==> src/rtl/dpram_stream_reader.sv <==
// Streams a block of 16-bit words out of a dpram read port (registered address, raw q) as valid/ready.
// Latency: start -> first out_valid 3 cycles; backpressure: out_ready low holds the head word and throttles reads.
module dpram_stream_reader #(
    parameter int ADDRWIDTH = 10,
    parameter int LENWIDTH  = ADDRWIDTH + 1
) (
    input  logic                 clk_sys,
    input  logic                 reset_n,
    input  logic                 start,
    input  logic [ADDRWIDTH-1:0] base_addr,
    input  logic [LENWIDTH-1:0]  length,
    input  logic                 abort,
    output logic                 busy,
    output logic                 done,
    output logic [ADDRWIDTH-1:0] rd_addr,
    input  logic [15:0]          rd_q,
    output logic [15:0]          out_data,
    output logic                 out_valid,
    input  logic                 out_ready,
    output logic                 out_last
);

    typedef enum logic [1:0] {
        S_IDLE,
        S_RUN,
        S_DONE
    } state_t;

    state_t               state_q, state_d;
    logic [ADDRWIDTH-1:0] next_addr_q, next_addr_d;
    logic [ADDRWIDTH-1:0] rd_addr_q, rd_addr_d;
    logic [LENWIDTH-1:0]  remaining_q, remaining_d;

    // v1: address on rd_addr this cycle; v2: its data on rd_q this cycle. l* tag the final word.
    logic v1_q, v2_q, l1_q, l2_q;

    logic [16:0] fifo_mem_q [4];
    logic [1:0]  wr_ptr_q, rd_ptr_q;
    logic [2:0]  fifo_cnt_q;

    logic [1:0]  inflight;
    logic [16:0] head;
    logic        issue, push, pop;

    assign inflight  = {1'b0, v1_q} + {1'b0, v2_q};
    assign head      = fifo_mem_q[rd_ptr_q];
    assign out_valid = (fifo_cnt_q != 3'd0);
    assign out_data  = out_valid ? head[15:0] : 16'h0000;
    assign out_last  = out_valid & head[16];
    assign busy      = (state_q == S_RUN);
    assign done      = (state_q == S_DONE);
    assign rd_addr   = rd_addr_q;

    assign pop   = out_valid && out_ready && !abort;
    assign push  = v2_q && !abort;
    assign issue = (state_q == S_RUN) && !abort && (remaining_q != '0) &&
                   (({1'b0, fifo_cnt_q} + {2'b00, inflight}) < 4'd4);

    always_comb begin
        state_d     = state_q;
        next_addr_d = next_addr_q;
        rd_addr_d   = rd_addr_q;
        remaining_d = remaining_q;
        case (state_q)
            S_IDLE: begin
                if (start) begin
                    if (length != '0) begin
                        state_d     = S_RUN;
                        next_addr_d = base_addr;
                        remaining_d = length;
                    end else begin
                        state_d = S_DONE;
                    end
                end
            end
            S_RUN: begin
                if (pop && head[16]) begin
                    state_d = S_DONE;
                end
            end
            S_DONE:  state_d = S_IDLE;
            default: state_d = S_IDLE;
        endcase
        if (issue) begin
            rd_addr_d   = next_addr_q;
            next_addr_d = next_addr_q + ADDRWIDTH'(1);
            remaining_d = remaining_q - LENWIDTH'(1);
        end
        // Abort overrides everything, including a start seen in the same cycle.
        if (abort) begin
            state_d     = S_IDLE;
            remaining_d = '0;
        end
    end

    always_ff @(posedge clk_sys or negedge reset_n) begin
        if (!reset_n) begin
            state_q     <= S_IDLE;
            next_addr_q <= '0;
            rd_addr_q   <= '0;
            remaining_q <= '0;
            v1_q        <= 1'b0;
            v2_q        <= 1'b0;
            l1_q        <= 1'b0;
            l2_q        <= 1'b0;
        end else begin
            state_q     <= state_d;
            next_addr_q <= next_addr_d;
            rd_addr_q   <= rd_addr_d;
            remaining_q <= remaining_d;
            v1_q        <= issue;
            l1_q        <= issue && (remaining_q == LENWIDTH'(1));
            v2_q        <= v1_q && !abort;
            l2_q        <= l1_q;
        end
    end

    always_ff @(posedge clk_sys or negedge reset_n) begin
        if (!reset_n) begin
            wr_ptr_q   <= 2'd0;
            rd_ptr_q   <= 2'd0;
            fifo_cnt_q <= 3'd0;
            for (int i = 0; i < 4; i++) begin
                fifo_mem_q[i] <= 17'd0;
            end
        end else if (abort) begin
            wr_ptr_q   <= 2'd0;
            rd_ptr_q   <= 2'd0;
            fifo_cnt_q <= 3'd0;
        end else begin
            if (push) begin
                fifo_mem_q[wr_ptr_q] <= {l2_q, rd_q};
                wr_ptr_q             <= wr_ptr_q + 2'd1;
            end
            if (pop) begin
                rd_ptr_q <= rd_ptr_q + 2'd1;
            end
            case ({push, pop})
                2'b10:   fifo_cnt_q <= fifo_cnt_q + 3'd1;
                2'b01:   fifo_cnt_q <= fifo_cnt_q - 3'd1;
                default: fifo_cnt_q <= fifo_cnt_q;
            endcase
        end
    end

endmodule

==> config.mk <==
export PLATFORM = sky130hd
export DESIGN_NAME = dpram_stream_reader
export DESIGN_NICKNAME = d
export VERILOG_FILES = /design/src/rtl/dpram_stream_reader.sv
export SDC_FILE = /design/constraint.sdc
export NUM_CORES = 1
export LEC_CHECK = 0
export ABC_AREA = 1
export CAP_MARGIN = 20
export CELL_PAD_IN_SITES_DETAIL_PLACEMENT = 1
export CELL_PAD_IN_SITES_GLOBAL_PLACEMENT = 1
export CORE_MARGIN = 4
export CORE_UTILIZATION = 35
export DETAILED_ROUTE_END_ITERATION = 7
export PLACE_DENSITY = 0.72
export SLEW_MARGIN = 20
export SYNTH_ARGS = -nofsm -noshare
export SYNTH_HDL_FRONTEND = slang
export SYNTH_SLANG_ARGS = --single-unit
==> constraint.sdc <==
create_clock -name clk_sys -period 3 [get_ports clk_sys]
set_input_delay 0.6 -clock clk_sys [delete_from_list [all_inputs] [get_ports clk_sys]]
set_output_delay 0.6 -clock clk_sys [all_outputs]
set_load 0.005 [all_outputs]
==> reports/results.ini <==
[status]
status = finished, final reports clean

[floorplan]
pin_count = 72
dieArea_um2 = 18000
die_x_um = 134
start_util_pct = 36.2
fp-row-count = 45
core-area_um2 = 15400
die-height_um = 134

[clock_tree]
hold_buffers = 0
clk_pin_slew_ns = 0.07
numCtsBuffers = 9
clk_latency_ns = 0.36
cts_num_sinks = 112
cts_tree = done
h-tree-depth = 3
cts_root_buffer = clkbuf_16
cts_max_path_buffers = 2
cts_setup_buffers = 0
cts_resized = 0

[logic_synthesis]
yosysTopAreaCell = dfrtp_1
synth_top_area_share_pct = 50.2
synth_nets = 778
ys.warnings.count = 0
post_synth.cell_area_avg_um2 = 7.68
netlist_area_um2 = 5590
synth.area.top_cells = dfrtp_1 50%, nand2_1 15%, o21ai_0 11%
seq_area_frac_synth_pct = 50.2
ys_types = 31
synth_cells = 727
synth_seq_cells = 112

[timing]
fin_ws_ns = 0.177
rsz0062_at_grt = false
max_freq_ghz = 0.354
finalMaxSlewViolations = 0
finalCritPeriodShare_pct = 94.1
clock_skew_ns = 0.00842
setup-tns-final_ns = 0
setup_violations = 0
whs_ns = 0.350
slew_headroom_pct = 43.1
min_period_ns = 2.82
finalHoldViolCount = 0
tightest_slew_ns = 0.850

[min_path]
hold_path.class = in -> async

[drt]
num_vias = 4990
drt-vias-per-instance = 4.94
wirelength_um = 15600
wire_per_inst_um = 15.5
drc = 0
first_iter_violations = 212
ant_nets = 0
first_pass_iters = 4

[grt]
grt_pass1_wl_um = 26500
grt_usage_pct = 18.0
grt_pass1_vias = 5389
grt_antenna_before_repair = 0
grt.overflow.total = 0
grt_max_degree = 65

[worst_setup_path]
crit_type = reg -> out
cp_max_fo = 17
reg2reg_depth = 10
worstReg2RegStart = remaining_q[0]$_DFFE_PN0P_
endpoint_kind = output port
cp_data_required_time_ns = 2.40
r2r_slack_ns = 0.62
timing.rr.end = remaining_q[10]$_DFFE_PN0P_
worstPathArrival_ns = 2.22
cp-start-kind = flop

[layout]
drive_gt1_share_pct = 6.13
fin_nets = 845
stdcell_area_um2 = 6880
synthToLayoutAreaGrowth_pct = 23.2
n_antenna_cell = 0

[power]
seq_power_share_pct = 42.2
pwr_density_cell_nw_per_um2 = 684
internal_power_w = 0.00322
pwr-share-clk_pct = 30.1
ir_worst_vdd_mv = 0.302
power_frac_comb_pct = 27.7
p_sw_w = 0.00149
swShare_pct = 31.7
p_total_w = 0.00471
leakage_nw = 3.26

[placed_design]
pre_cts_slack_ns = 0.391
dpl.hpwl_um = 11000
port_buffers = 71
place_area_um2 = 6530
gp_congestion = 0.867

[flow_run]
maxCapViolations = 0

## cell usage after synthesis (all sizes together)
cell type    n
nand2      229
inv         53
a21oi       22
and2         1
nor2       103
nor4b        1
clkinv       2
nand4        4
o21ai      127
xnor2        3
dfrtp      112
or2          2
buf         10
o211ai       1
nor3         1
xor2         4
nand3b       1
ha           8
fa           1
o22ai        1
clkbuf      22
nand3       19
## worst max-delay path, cell delays in order (launching register included)
cell and delay, ns:
dfrtp_1 0.50, inv_1 0.12, buf_4 0.23, nand2_1 0.07
nand3_1 0.07, nand2_1 0.11, nor2_1 0.22, clkdlybuf4s50_1 0.55
## layer usage
layer | vias to the layer above | GRT usage, % | share of wire (%)
met2 | 73 | 32.3 | 51
met1 | 2463 | 22.1 | 45
met3 | 20 | 3.00 | 2.8
met5 | - | 0 | 0
met4 | 0 | 5.77 | 1.6
li1 | 2434 | - | -
## cells in the final DEF, fill, tap and decap left out, types with 2 or more instances in the layout
cell             Yosys  routed
bufinv_16            0       3
nand4_1              4       4
a21oi_1             21      21
xnor2_1              3       3
clkinv_1             2       2
buf_4                1      17
nor2_2               3       3
nand2_1            226     226
dfrtp_1            112     112
clkbuf_16            0       9
ha_1                 8       8
or2_2                2       2
nand3_1             18      18
xor2_1               4       4
nand2_2              3       3
nor2_4               2       2
inv_1               52      52
nor2_1              98      98
o21ai_0            120     120
o21ai_1              7       7
clkdlybuf4s50_1      0      70
## flip-flops by register name, summed over array words and instances (netlist names), 2 cells and up
register,flops
rd_ptr_q,2
state_q,2
rd_addr,10
remaining_q,11
fifo_cnt_q,3
wr_ptr_q,2
next_addr_q,10
fifo_mem_q,68
## worst max-delay path by stage
stage	from	endpoint	slack, ns
after floorplan	abort	fifo_cnt_q[2]$_DFFE_PN0P_	1.16
after global placement	abort	fifo_cnt_q[2]$_DFFE_PN0P_	0.51
after detailed placement	abort	fifo_cnt_q[2]$_DFFE_PN0P_	0.39
after CTS	rd_ptr_q[0]$_DFFE_PN0P_	out_data[3]	0.16
after global routing	rd_ptr_q[0]$_DFFE_PN0P_	out_last	0.01
final	rd_ptr_q[0]$_DFFE_PN0P_	out_last	0.18
## cell families (layout without fill, tap and decap cells)
kind of cell / count (synthesis) / in the layout / share of synthesized area, %
DFF: 112 / 112 / 50.2
xor gates and xnor gates: 7 / 7 / 1.10
and+or+nand+nor: 361 / 361 / 26.0
adders and majority gates: 9 / 9 / 2.15
buffers and inverters: 87 / 159 / 6.79
AOI/OAI and AO/OA: 151 / 151 / 13.8
## metrics by stage
step	instances	util [%]
global placement	994	42.3
finish	1010	44.6
global route	1010	44.6
detailed placement	994	42.3
floorplan	727	-
CTS	1010	44.6
## power groups by stage
stage	Combinational, W	Sequential (W)	Clock, W
finish	0.00130	0.00199	0.00142
global route	0.00150	0.00203	0.00152
CTS	0.00133	0.00199	0.00146
detailed placement	0.00132	0.00201	0
global placement	0.00127	0.00200	0
floorplan	0.000767	0.00196	0
## final cells by class
| cell class | count | area, um2 |
|---|---|---|
| multi-input cells | 528 | 2400 |
| clock buffers | 10 | 239 |
| flip-flops and latches | 112 | 2800 |
| repair buffers | 88 | 848 |
| inverters | 55 | 206 |
| well taps | 211 | 264 |
| fillers | 1930 | 8550 |
| clock inverters | 6 | 115 |
No activity file was read; power rests on OpenSTA's default activity.
